<file path="src/rtl/eth_tx_arbiter.sv">
`default_nettype none
// ============================================================================
// eth_tx_arbiter : packet round-robin arbiter onto the 64-bit Ethernet TX
//                  stream, with a mid-packet stall watchdog.
// Revision       : 1.0
// ============================================================================
module eth_tx_arbiter #(
   parameter int          NUM_SRC = 3,
   parameter logic [15:0] TIMEOUT = 16'd1024
) (
   input  logic                                          eth_clk,
   input  logic                                          eth_rst,
   input  logic [NUM_SRC-1:0]                            s_tvalid,
   input  logic [NUM_SRC-1:0]                            s_tlast,
   input  logic [NUM_SRC*8-1:0]                          s_tkeep,
   input  logic [NUM_SRC*64-1:0]                         s_tdata,
   output logic [NUM_SRC-1:0]                            s_tready,
   output logic                                          m_tvalid,
   output logic                                          m_tlast,
   output logic [7:0]                                    m_tkeep,
   output logic [63:0]                                   m_tdata,
   input  logic                                          m_tready,
   output logic [(NUM_SRC > 1 ? $clog2(NUM_SRC) : 1)-1:0] grant_id,
   output logic [15:0]                                   abort_cnt
);

   localparam int            GW       = (NUM_SRC > 1) ? $clog2(NUM_SRC) : 1;
   localparam logic [GW-1:0] LAST_IDX = GW'(NUM_SRC - 1);

   typedef enum logic [2:0] {
      ST_IDLE  = 3'd0,
      ST_ARB   = 3'd1,
      ST_FWD   = 3'd2,
      ST_ABORT = 3'd3,
      ST_DRAIN = 3'd4
   } state_t;

   // Reset asserts asynchronously but releases two clocks later, in step with eth_clk.
   logic [1:0] rst_sync_q, rst_sync_d;
   logic       rst;

   always_comb rst_sync_d = {rst_sync_q[0], 1'b0};

   always_ff @(posedge eth_clk or posedge eth_rst) begin
      if (eth_rst) rst_sync_q <= 2'b11;
      else         rst_sync_q <= rst_sync_d;
   end

   assign rst = rst_sync_q[1];

   state_t         state_q, state_d;
   logic [GW-1:0]  rr_ptr_q, rr_ptr_d;
   logic [GW-1:0]  grant_q, grant_d;
   logic [15:0]    abort_cnt_q, abort_cnt_d;
   logic [15:0]    wdog_q, wdog_d;
   logic           started_q, started_d;

   logic [GW-1:0]  pick, cand, next_ptr;
   logic           found;
   logic           g_valid, g_last, xfer, any_req;
   logic [7:0]     g_keep;
   logic [63:0]    g_data;

   always_comb begin
      found = 1'b0;
      pick  = rr_ptr_q;
      cand  = rr_ptr_q;
      for (int k = 0; k < NUM_SRC; k++) begin
         if (!found && s_tvalid[cand]) begin
            found = 1'b1;
            pick  = cand;
         end
         cand = (cand == LAST_IDX) ? '0 : cand + 1'b1;
      end
   end

   assign next_ptr = (grant_q == LAST_IDX) ? '0 : grant_q + 1'b1;
   assign g_valid  = s_tvalid[grant_q];
   assign g_last   = s_tlast[grant_q];
   assign g_keep   = s_tkeep[{grant_q, 3'b000} +: 8];
   assign g_data   = s_tdata[{grant_q, 6'b000000} +: 64];
   assign xfer     = g_valid & m_tready;
   assign any_req  = |s_tvalid;

   always_comb begin
      state_d     = state_q;
      rr_ptr_d    = rr_ptr_q;
      grant_d     = grant_q;
      abort_cnt_d = abort_cnt_q;
      wdog_d      = wdog_q;
      started_d   = started_q;
      m_tvalid    = 1'b0;
      m_tlast     = 1'b0;
      m_tkeep     = 8'h00;
      m_tdata     = 64'h0;
      s_tready    = '0;

      case (state_q)
         ST_IDLE: begin
            if (any_req) state_d = ST_ARB;
         end
         ST_ARB: begin
            wdog_d    = 16'h0;
            started_d = 1'b0;
            if (found) begin
               grant_d = pick;
               state_d = ST_FWD;
            end else begin
               state_d = ST_IDLE;
            end
         end
         ST_FWD: begin
            m_tvalid          = g_valid;
            m_tlast           = g_last;
            s_tready[grant_q] = m_tready;
            if (g_valid) begin
               m_tkeep = g_keep;
               m_tdata = g_data;
            end
            // A transfer always beats the watchdog, even on its final cycle.
            if (xfer) begin
               wdog_d    = 16'h0;
               started_d = 1'b1;
               if (g_last) begin
                  rr_ptr_d = next_ptr;
                  state_d  = any_req ? ST_ARB : ST_IDLE;
               end
            end else if (!g_valid && started_q) begin
               if (wdog_q == TIMEOUT - 16'd1) begin
                  wdog_d  = 16'h0;
                  state_d = ST_ABORT;
               end else begin
                  wdog_d = wdog_q + 16'd1;
               end
            end
         end
         ST_ABORT: begin
            m_tvalid = 1'b1;
            m_tlast  = 1'b1;
            if (m_tready) begin
               abort_cnt_d = (abort_cnt_q == 16'hFFFF) ? abort_cnt_q : abort_cnt_q + 16'd1;
               rr_ptr_d    = next_ptr;
               state_d     = ST_DRAIN;
            end
         end
         ST_DRAIN: begin
            s_tready[grant_q] = 1'b1;
            if (g_valid && g_last) state_d = any_req ? ST_ARB : ST_IDLE;
         end
         default: state_d = ST_IDLE;
      endcase
   end

   always_ff @(posedge eth_clk or posedge rst) begin
      if (rst) begin
         state_q     <= ST_IDLE;
         rr_ptr_q    <= '0;
         grant_q     <= '0;
         abort_cnt_q <= 16'h0;
         wdog_q      <= 16'h0;
         started_q   <= 1'b0;
      end else begin
         state_q     <= state_d;
         rr_ptr_q    <= rr_ptr_d;
         grant_q     <= grant_d;
         abort_cnt_q <= abort_cnt_d;
         wdog_q      <= wdog_d;
         started_q   <= started_d;
      end
   end

   assign grant_id  = grant_q;
   assign abort_cnt = abort_cnt_q;

endmodule
`default_nettype wire
</file>
<file path="config.mk">
export PLATFORM = sky130hd
export DESIGN_NAME = eth_tx_arbiter
export DESIGN_NICKNAME = d
export VERILOG_FILES = /design/src/rtl/eth_tx_arbiter.sv
export SDC_FILE = /design/constraint.sdc
export NUM_CORES = 1
export LEC_CHECK = 0
export CAP_MARGIN = 20
export CELL_PAD_IN_SITES_DETAIL_PLACEMENT = 1
export CELL_PAD_IN_SITES_GLOBAL_PLACEMENT = 1
export CORE_ASPECT_RATIO = 0.6
export CORE_MARGIN = 2
export CORE_UTILIZATION = 23
export CTS_BUF_LIST = sky130_fd_sc_hd__clkbuf_4 sky130_fd_sc_hd__clkbuf_8 sky130_fd_sc_hd__clkbuf_16
export DETAILED_ROUTE_END_ITERATION = 10
export PLACE_DENSITY_LB_ADDON = 0.08
export SLEW_MARGIN = 20
export SYNTH_ARGS = -nofsm -noshare
export SYNTH_HDL_FRONTEND = slang
export SYNTH_SLANG_ARGS = --single-unit
</file>
<file path="constraint.sdc">
create_clock -name eth_clk -period 2.03 [get_ports eth_clk]
set_input_delay 0.406 -clock eth_clk [delete_from_list [all_inputs] [get_ports eth_clk]]
set_output_delay 0.406 -clock eth_clk [all_outputs]
set_load 0.02 [all_outputs]
</file>
==> run_results.csv, run 1 <==
group,metric,value,unit
floorplan,core,18000,sq um
logic_synthesis,synth_area,4220,sq um
cts,cts_made_buffers,5,
setup_path,reg2reg_depth,10,
hold_path,hold_path_depth,0,
place,dp_cells,1173,
hold_path,hold_path.class,"flop to flop",
run_status,violations,"negative setup slack",
routing,num_vias,5927,
grt,antenna_found_initial,2,
floorplan,initial_utilization,23.4,%
logic_synthesis,synth_edf_count,0,
logic_synthesis,yosys.area_share.simple,27.9,%
setup_path,reg2reg_from,"grant_id[1]",
grt,grt.overflow.total,0,
place,dpl_worst_slack,-0.846,ns
setup_path,required,1.62,ns
logic_synthesis,synth_xor_xnor_area_share,2.28,%
floorplan,row_count,38,
routing,ant_nets,0,
logic_synthesis,synth_cell_types,57,
logic_synthesis,synth-seq-area-share,25.0,%
logic_synthesis,synth_top_area_cell,"dfrtp_1",
place,place_hpwl,18.6,mm
hold_path,hold_end,"rst_sync_q[1]",
sta,relSlewSlack,61.0,%
sta,hold_viol,0,
setup_path,timing.rr.end,"wdog_q[10]",
power_and_ir_drop,power.density,1050,nW/um^2
run_status,status,"complete, but fails checks",
logic_synthesis,synthFlopType,"dfrtp_1",
logic_synthesis,avgSynthCellArea,7.21,sq um
routing,dr.pass1.iters,4,
floorplan,dieArea,19500,sq um
sta,setup_viol,93,
logic_synthesis,async_flop_share,100,%
sta,skew,0.00416,ns
hold_path,min_from,"rst_sync_q[0]",
grt,grt_max_degree,41,
logic_synthesis,synthTopCellsByArea,"dfrtp_1 (24%), mux2i_1 (18%), nor2_1 (15%), a21oi_1 (9.1%), a22o_1 (2.7%)",
routing,viasPerCell,4.92,
setup_path,crit_fanout,8,
finish,layout-drive-gt1-share,27.4,%
cts,cts_buffer_depth,2,
logic_synthesis,synth_top_area_share,23.7,%
cts,cts_root_buffer,"clkbuf_16",
floorplan,ios,320,
logic_synthesis,synth_warnings,0,
cts,insertion_delay,0.28,ns
grt,grt_pass1_wl,33.9,mm
power_and_ir_drop,power,9.59,mW
sta,finalMaxSlewViolations,0,
routing,routedWlPerCell,20.6,microns
logic_synthesis,synthCells,585,
cts,htreeDepth,2,
logic_synthesis,synth_nets,812,
setup_path,cp.arrival,1.97,ns
routing,drt_iter0_markers,285,
floorplan,die_y,109,microns
finish,syn2layout_area_growth,116,%
logic_synthesis,synthAdderAreaFrac,0.593,%
setup_path,critPathCaptureType,"output port",
setup_path,crit_type,"flop to output port",
routing,drc,0,
logic_synthesis,synth_top_family_by_area,"simple AND/OR/NAND/NOR gates",
floorplan,dieWidth,179,microns
logic_synthesis,muxShareOfSynthArea,19.5,%
grt,grt_pass1_vias,6136,
setup_path,r2r_slack,-0.28,ns
job,drv_cap,0,
cts,cts_tree,"done",
sta,worst_pin_slew,0.580,ns
finish,layout.nets,1188,
place,place.gp.congestion,0.915,
finish,instances_no_fill,1204,
sta,max_freq,421,MHz
sta,grt_setup_unrepaired,"yes",
logic_synthesis,synth_compound_area_share,19.4,%
cts,cts_sinks,42,
sta,fin_crit,2.38,ns
logic_synthesis,synth-seq-cells,42,
sta,tns,-23.17,ns
sta,timing.hold.ws,0.363,ns
grt,grt_use_total,22.3,%
place,numPortBuffers,319,
sta,layout_setup_ws,-0.346,ns
routing,wl,24.8,mm
sta,min_period_over_period,117,%
power_and_ir_drop,p_leak,3.82,nW
cts,path_clk_slew,0.06,ns
setup_path,start_kind,"flop",
power_and_ir_drop,ir_worst_vdd,0.505,mV
-- kinds of logic (layout without fill, tap and decap cells) --
| group | after synthesis | in the layout |
|---|---|---|
| buf+inv | 53 | 430 |
| xor+xnor | 11 | 11 |
| fa+ha+maj | 2 | 2 |
| mux | 80 | 80 |
| compound gates | 135 | 135 |
| flops | 42 | 42 |
| other cells | 1 | 3 |
| simple gates | 261 | 261 |
-- state kept, by name (all words and copies together), names as in the netlist --
name        cells
abort_cnt      16
grant_id        2
rr_ptr_q        2
rst_sync_q      2
started_q       1
state_q         3
wdog_q         16
-- layout make-up --
class	count	area [sq um]
inverter	15	56.3
antenna	2	5.00
fill	2117	8910
tap	240	300
clock inverter	3	21.3
sequential	42	1060
multi-input combinational	490	3390
clock buffer	5	125
timing repair buffer	407	4150
-- power breakdown --
part           switching, mW  leakage (nW)  internal (mW)
Sequential             0.176         0.551          0.978
Clock                  0.345        0.0698          0.456
Combinational           4.00          3.20           3.63
Total                   4.52          3.82           5.06
-- how the worst max path moves through the flow --
stage,from,to,slack (ns),cells after the start
2_1_floorplan,grant_id[1],m_tdata[0],-0.08,6
3_3_place_gp,s_tvalid[2],m_tdata[11],-0.81,7
3_5_place_dp,s_tvalid[2],m_tdata[11],-0.85,7
4_1_cts,grant_id[1],m_tdata[43],-0.41,6
5_1_grt,grant_id[1],m_tdata[34],-0.42,7
6_report,grant_id[1],m_tdata[34],-0.35,7
-- layout by cell type, fill, tap and decap left out, types with 8 or more instances in the layout --
master | synthesis | final
dfrtp_1 | 40 | 38
clkdlybuf4s50_1 | 0 | 239
nand2_1 | 23 | 19
clkbuf_16 | 0 | 10
and3_1 | 8 | 8
nor3_1 | 13 | 11
a22o_1 | 13 | 13
mux2i_1 | 74 | 73
buf_6 | 1 | 56
buf_12 | 0 | 10
nor2_4 | 0 | 36
a21oi_1 | 77 | 74
o21ai_2 | 0 | 10
buf_4 | 0 | 86
nor2_1 | 166 | 124
nand3_1 | 12 | 10
inv_1 | 15 | 15
-- stage by stage --
step,util (%),cell area [sq um]
finish,50.5,9110
global route,50.5,9110
CTS,47.2,8500
detailed placement,45.4,8180
global placement,45.4,8180
floorplan,-,4230
-- routing by layer --
layer  vias up  routed length [microns]  global-route usage, %
met5         -                        0                      0
met4         0                      553                   4.30
met3        35                     1450                   4.95
met2       174                    12400                   39.9
met1      2907                    10500                   27.6
li1       2811                        -                      -
-- worst max-delay path, stage by stage (launching register included) --
cell and delay (ns):
dfrtp_4 0.53, mux2i_4 0.21, o21ai_2 0.21, nand3_4 0.13
buf_12 0.18, clkbuf_16 0.18, nor2_4 0.10, buf_6 0.13
-- synthesized netlist by cell type (3+ instances only) --
| master | number |
|---|---|
| inv_1 | 15 |
| nor2b_1 | 8 |
| buf_2 | 12 |
| and3_1 | 8 |
| nand2_1 | 23 |
| buf_1 | 5 |
| mux2_2 | 4 |
| nor4_1 | 5 |
| nand4_1 | 3 |
| clkbuf_1 | 20 |
| nor3_1 | 13 |
| a22o_1 | 13 |
| nand3_1 | 12 |
| nand2b_1 | 8 |
| nor2_1 | 166 |
| o21ai_0 | 21 |
| xnor2_1 | 4 |
| mux2i_1 | 74 |
| a21oi_1 | 77 |
| xor2_1 | 7 |
| dfrtp_1 | 40 |
-- repair_timing --
| action | in CTS | in global routing |
|---|---|---|
| gates resized for setup | 398 | 190 |
| setup endpoints to repair | 94 | 100 |
| pin swaps | 16 | 42 |
| setup buffers | 8 | 3 |
| hold buffers | 0 | 0 |
| gates cloned | 3 | 7 |
(Power assumes the default switching activity.)
==> inputs of run 2 (changes only) <==
- SETUP_SLACK_MARGIN: default -> 0.5
==> run 2 against run 1 <==
  * Setup slack worse by 0.034 ns
  * Design area is 6.3% higher
  * Largest cell class unchanged
  * Global-route usage is 0.79 points higher
  * Largest power group unchanged
  * Via count is 2.4% higher
  * The run still ends with negative setup slack left
  * Count of clock-buffer cells in the layout stayed put
  * Die area stayed put
  * Clock power is 18% higher
  * Flip-flop and latch count stayed put
  * Routed wire length is 3.7% higher
  * Final cell count is 1.9% higher
==> run_results.csv, run 2 (synthesis results as in run 1) <==
group,metric,value,unit
run_status,status,"complete, but fails checks",
run_status,violations,"negative setup slack",
setup_path,timing.rr.end,"state_q[0]",
cts,cts_buffer_depth,2,
place,place.gp.congestion,0.924,
routing,dr.pass1.iters,4,
power_and_ir_drop,ir_worst_vdd,0.633,mV
power_and_ir_drop,power.internal,5.72,mW
power_and_ir_drop,switching_share,46.3,%
setup_path,r2r_slack,-0.38,ns
setup_path,crit_fanout,5,
setup_path,critPathCaptureType,"flop",
floorplan,dieArea,19500,sq um
finish,final_cell_mix,"clkdlybuf4s50_1 (220), nor2_1 (103), buf_4 (97)",
setup_path,path_cells,"mux2i_4 -> buf_4 -> buf_6 -> buf_6 -> o22ai_1 -> buf_4 -> a41o_1 -> a211o_1 -> buf_4 -> o32ai_4",
grt,grt.overflow.total,0,
setup_path,crit_type,"flop to flop",
sta,skew,0.00824,ns
routing,num_vias,6072,
floorplan,core,18000,sq um
power_and_ir_drop,seq_power_share,11.1,%
sta,min_period_over_period,119,%
setup_path,reg2reg_from,"grant_id[1]",
job,drv_cap,0,
sta,finalMaxSlewViolations,0,
setup_path,start_kind,"flop",
place,place_hpwl,19.5,mm
routing,ant_nets,0,
setup_path,cp_common_cell,"buf_4",
power_and_ir_drop,clkPwrFrac,8.8,%
routing,routedWlPerCell,21.0,microns
sta,max_freq,415,MHz
floorplan,ios,320,
cts,cts_made_buffers,5,
cts,path_clk_slew,0.07,ns
grt,grt_pass1_vias,6196,
setup_path,required,2.23,ns
setup_path,crit_family,"compound AO/OA/AOI/OAI gates",
grt,grtUsageMet2,41.7,%
setup_path,reg2reg_depth,10,
floorplan,dieWidth,179,microns
grt,use_met3,4.81,%
cts,holdBufCountCts,0,
routing,wl,25.7,mm
cts,htreeDepth,2,
grt,grt_use_met1,28.0,%
power_and_ir_drop,power,10.7,mW
sta,setup_viol,94,
grt,grt_use_total,23.1,%
power_and_ir_drop,combPwrFrac,80.1,%
cts,cts_tree,"done",
power_and_ir_drop,power_switching,4.94,mW
power_and_ir_drop,power.density,1100,nW/um^2
sta,hold_viol,0,
sta,grt_setup_unrepaired,"yes",
routing,viasPerCell,4.95,
sta,layout_setup_ws,-0.380,ns
finish,layout.nets,1211,
floorplan,row_count,38,
grt,busiest_layer,"met2",
finish,fill_cells,2059,
setup_path,startpoint,"grant_id[1]",
setup_path,cp_slowest_cell,"dfrtp_4",
finish,layout-drive-gt1-share,34.3,%
floorplan,die_y,109,microns
finish,syn2layout_area_growth,130,%
place,numPortBuffers,319,
grt,grt_max_degree,27,
setup_path,cp.arrival,2.61,ns
setup_path,worstSetupEndpoint,"state_q[0]",
power_and_ir_drop,p_leak,4.05,nW
setup_path,critPathBufInv,5,
grt,grt_pass1_wl,34.8,mm
routing,drt_iter0_markers,319,
sta,timing.hold.ws,0.315,ns
floorplan,initial_utilization,23.4,%
finish,final_common_cell,"clkdlybuf4s50_1",
cts,insertion_delay,0.30,ns
setup_path,crit_cells,10,
setup_path,cp_slowest_stage_delay,0.48,ns
grt,antenna_found_initial,1,
routing,drc,0,
hold_path,hold_path.class,"flop to async pin",
cts,cts_sinks,42,
sta,fin_crit,2.41,ns
cts,cts_root_buffer,"clkbuf_16",
run 2: routing by layer:
metal  up-vias  share of wire (%)
li1       2840                  -
met1      3008                 41
met2       194                 52
met3        30                5.5
met4         0                1.9
met5         -                  0
run 2: cell type report:
class | count | area, sq um | area share, %
diodes | 2 | 5.00 | 0.0517
clock buffers | 5 | 125 | 1.29
clock inverters | 3 | 45.0 | 0.465
inverters | 15 | 56.3 | 0.581
multi-input cells | 490 | 3710 | 38.3
flip-flops and latches | 42 | 1060 | 11.0
well taps | 240 | 300 | 3.10
repair buffers | 430 | 4380 | 45.2
run 2: per-stage QoR:
| step | area (sq um) | setup WS (ns) | setup TNS (ns) | util (%) | instances |
|---|---|---|---|---|---|
| after global placement | 8510 | -0.762 | -60.49 | 47.2 | 1187 |
| after detailed placement | 8510 | -0.835 | -64.41 | 47.2 | 1187 |
| after floorplan | 4480 | -0.0194 | -0.875 | - | 585 |
| after CTS | 9010 | -0.444 | -28.30 | 50.0 | 1202 |
| after global routing | 9680 | -0.437 | -32.69 | 53.7 | 1226 |
| final | 9680 | -0.380 | -26.34 | 53.7 | 1227 |
run 2: power by group through the flow:
| stage | Combinational [mW] | Sequential [mW] | Clock, mW |
|---|---|---|---|
| 6_report | 8.53 | 1.18 | 0.941 |
| 3_3_place_gp | 6.55 | 1.16 | 0 |
| 3_5_place_dp | 6.70 | 1.16 | 0 |
| 4_1_cts | 7.16 | 1.16 | 0.964 |
| 5_1_grt | 9.06 | 1.20 | 1.00 |
| 2_1_floorplan | 3.70 | 1.19 | 0 |
run 2: worst min path at each step:
stage                             start       endpoint  cells past startpoint
after global routing      rst_sync_q[0]  rst_sync_q[1]                      0
final                     rst_sync_q[1]  abort_cnt[11]                      2
after global placement    rst_sync_q[1]    rr_ptr_q[0]                      2
after CTS                 rst_sync_q[1]  abort_cnt[11]                      2
after detailed placement  rst_sync_q[1]    rr_ptr_q[1]                      2
after floorplan                 eth_rst  rst_sync_q[0]                      1
run 2: timing repair:
item	in CTS	in global routing
buffers inserted	5	20
endpoints found under the setup margin	135	120
cloned	2	3
pin swaps	7	37
gates resized for setup	388	255
run 2: worst min-delay path, delay by kind of cell (launching register included):
family,cells,cell delay (ns)
flops,1,0.36
buf+inv,2,0.34
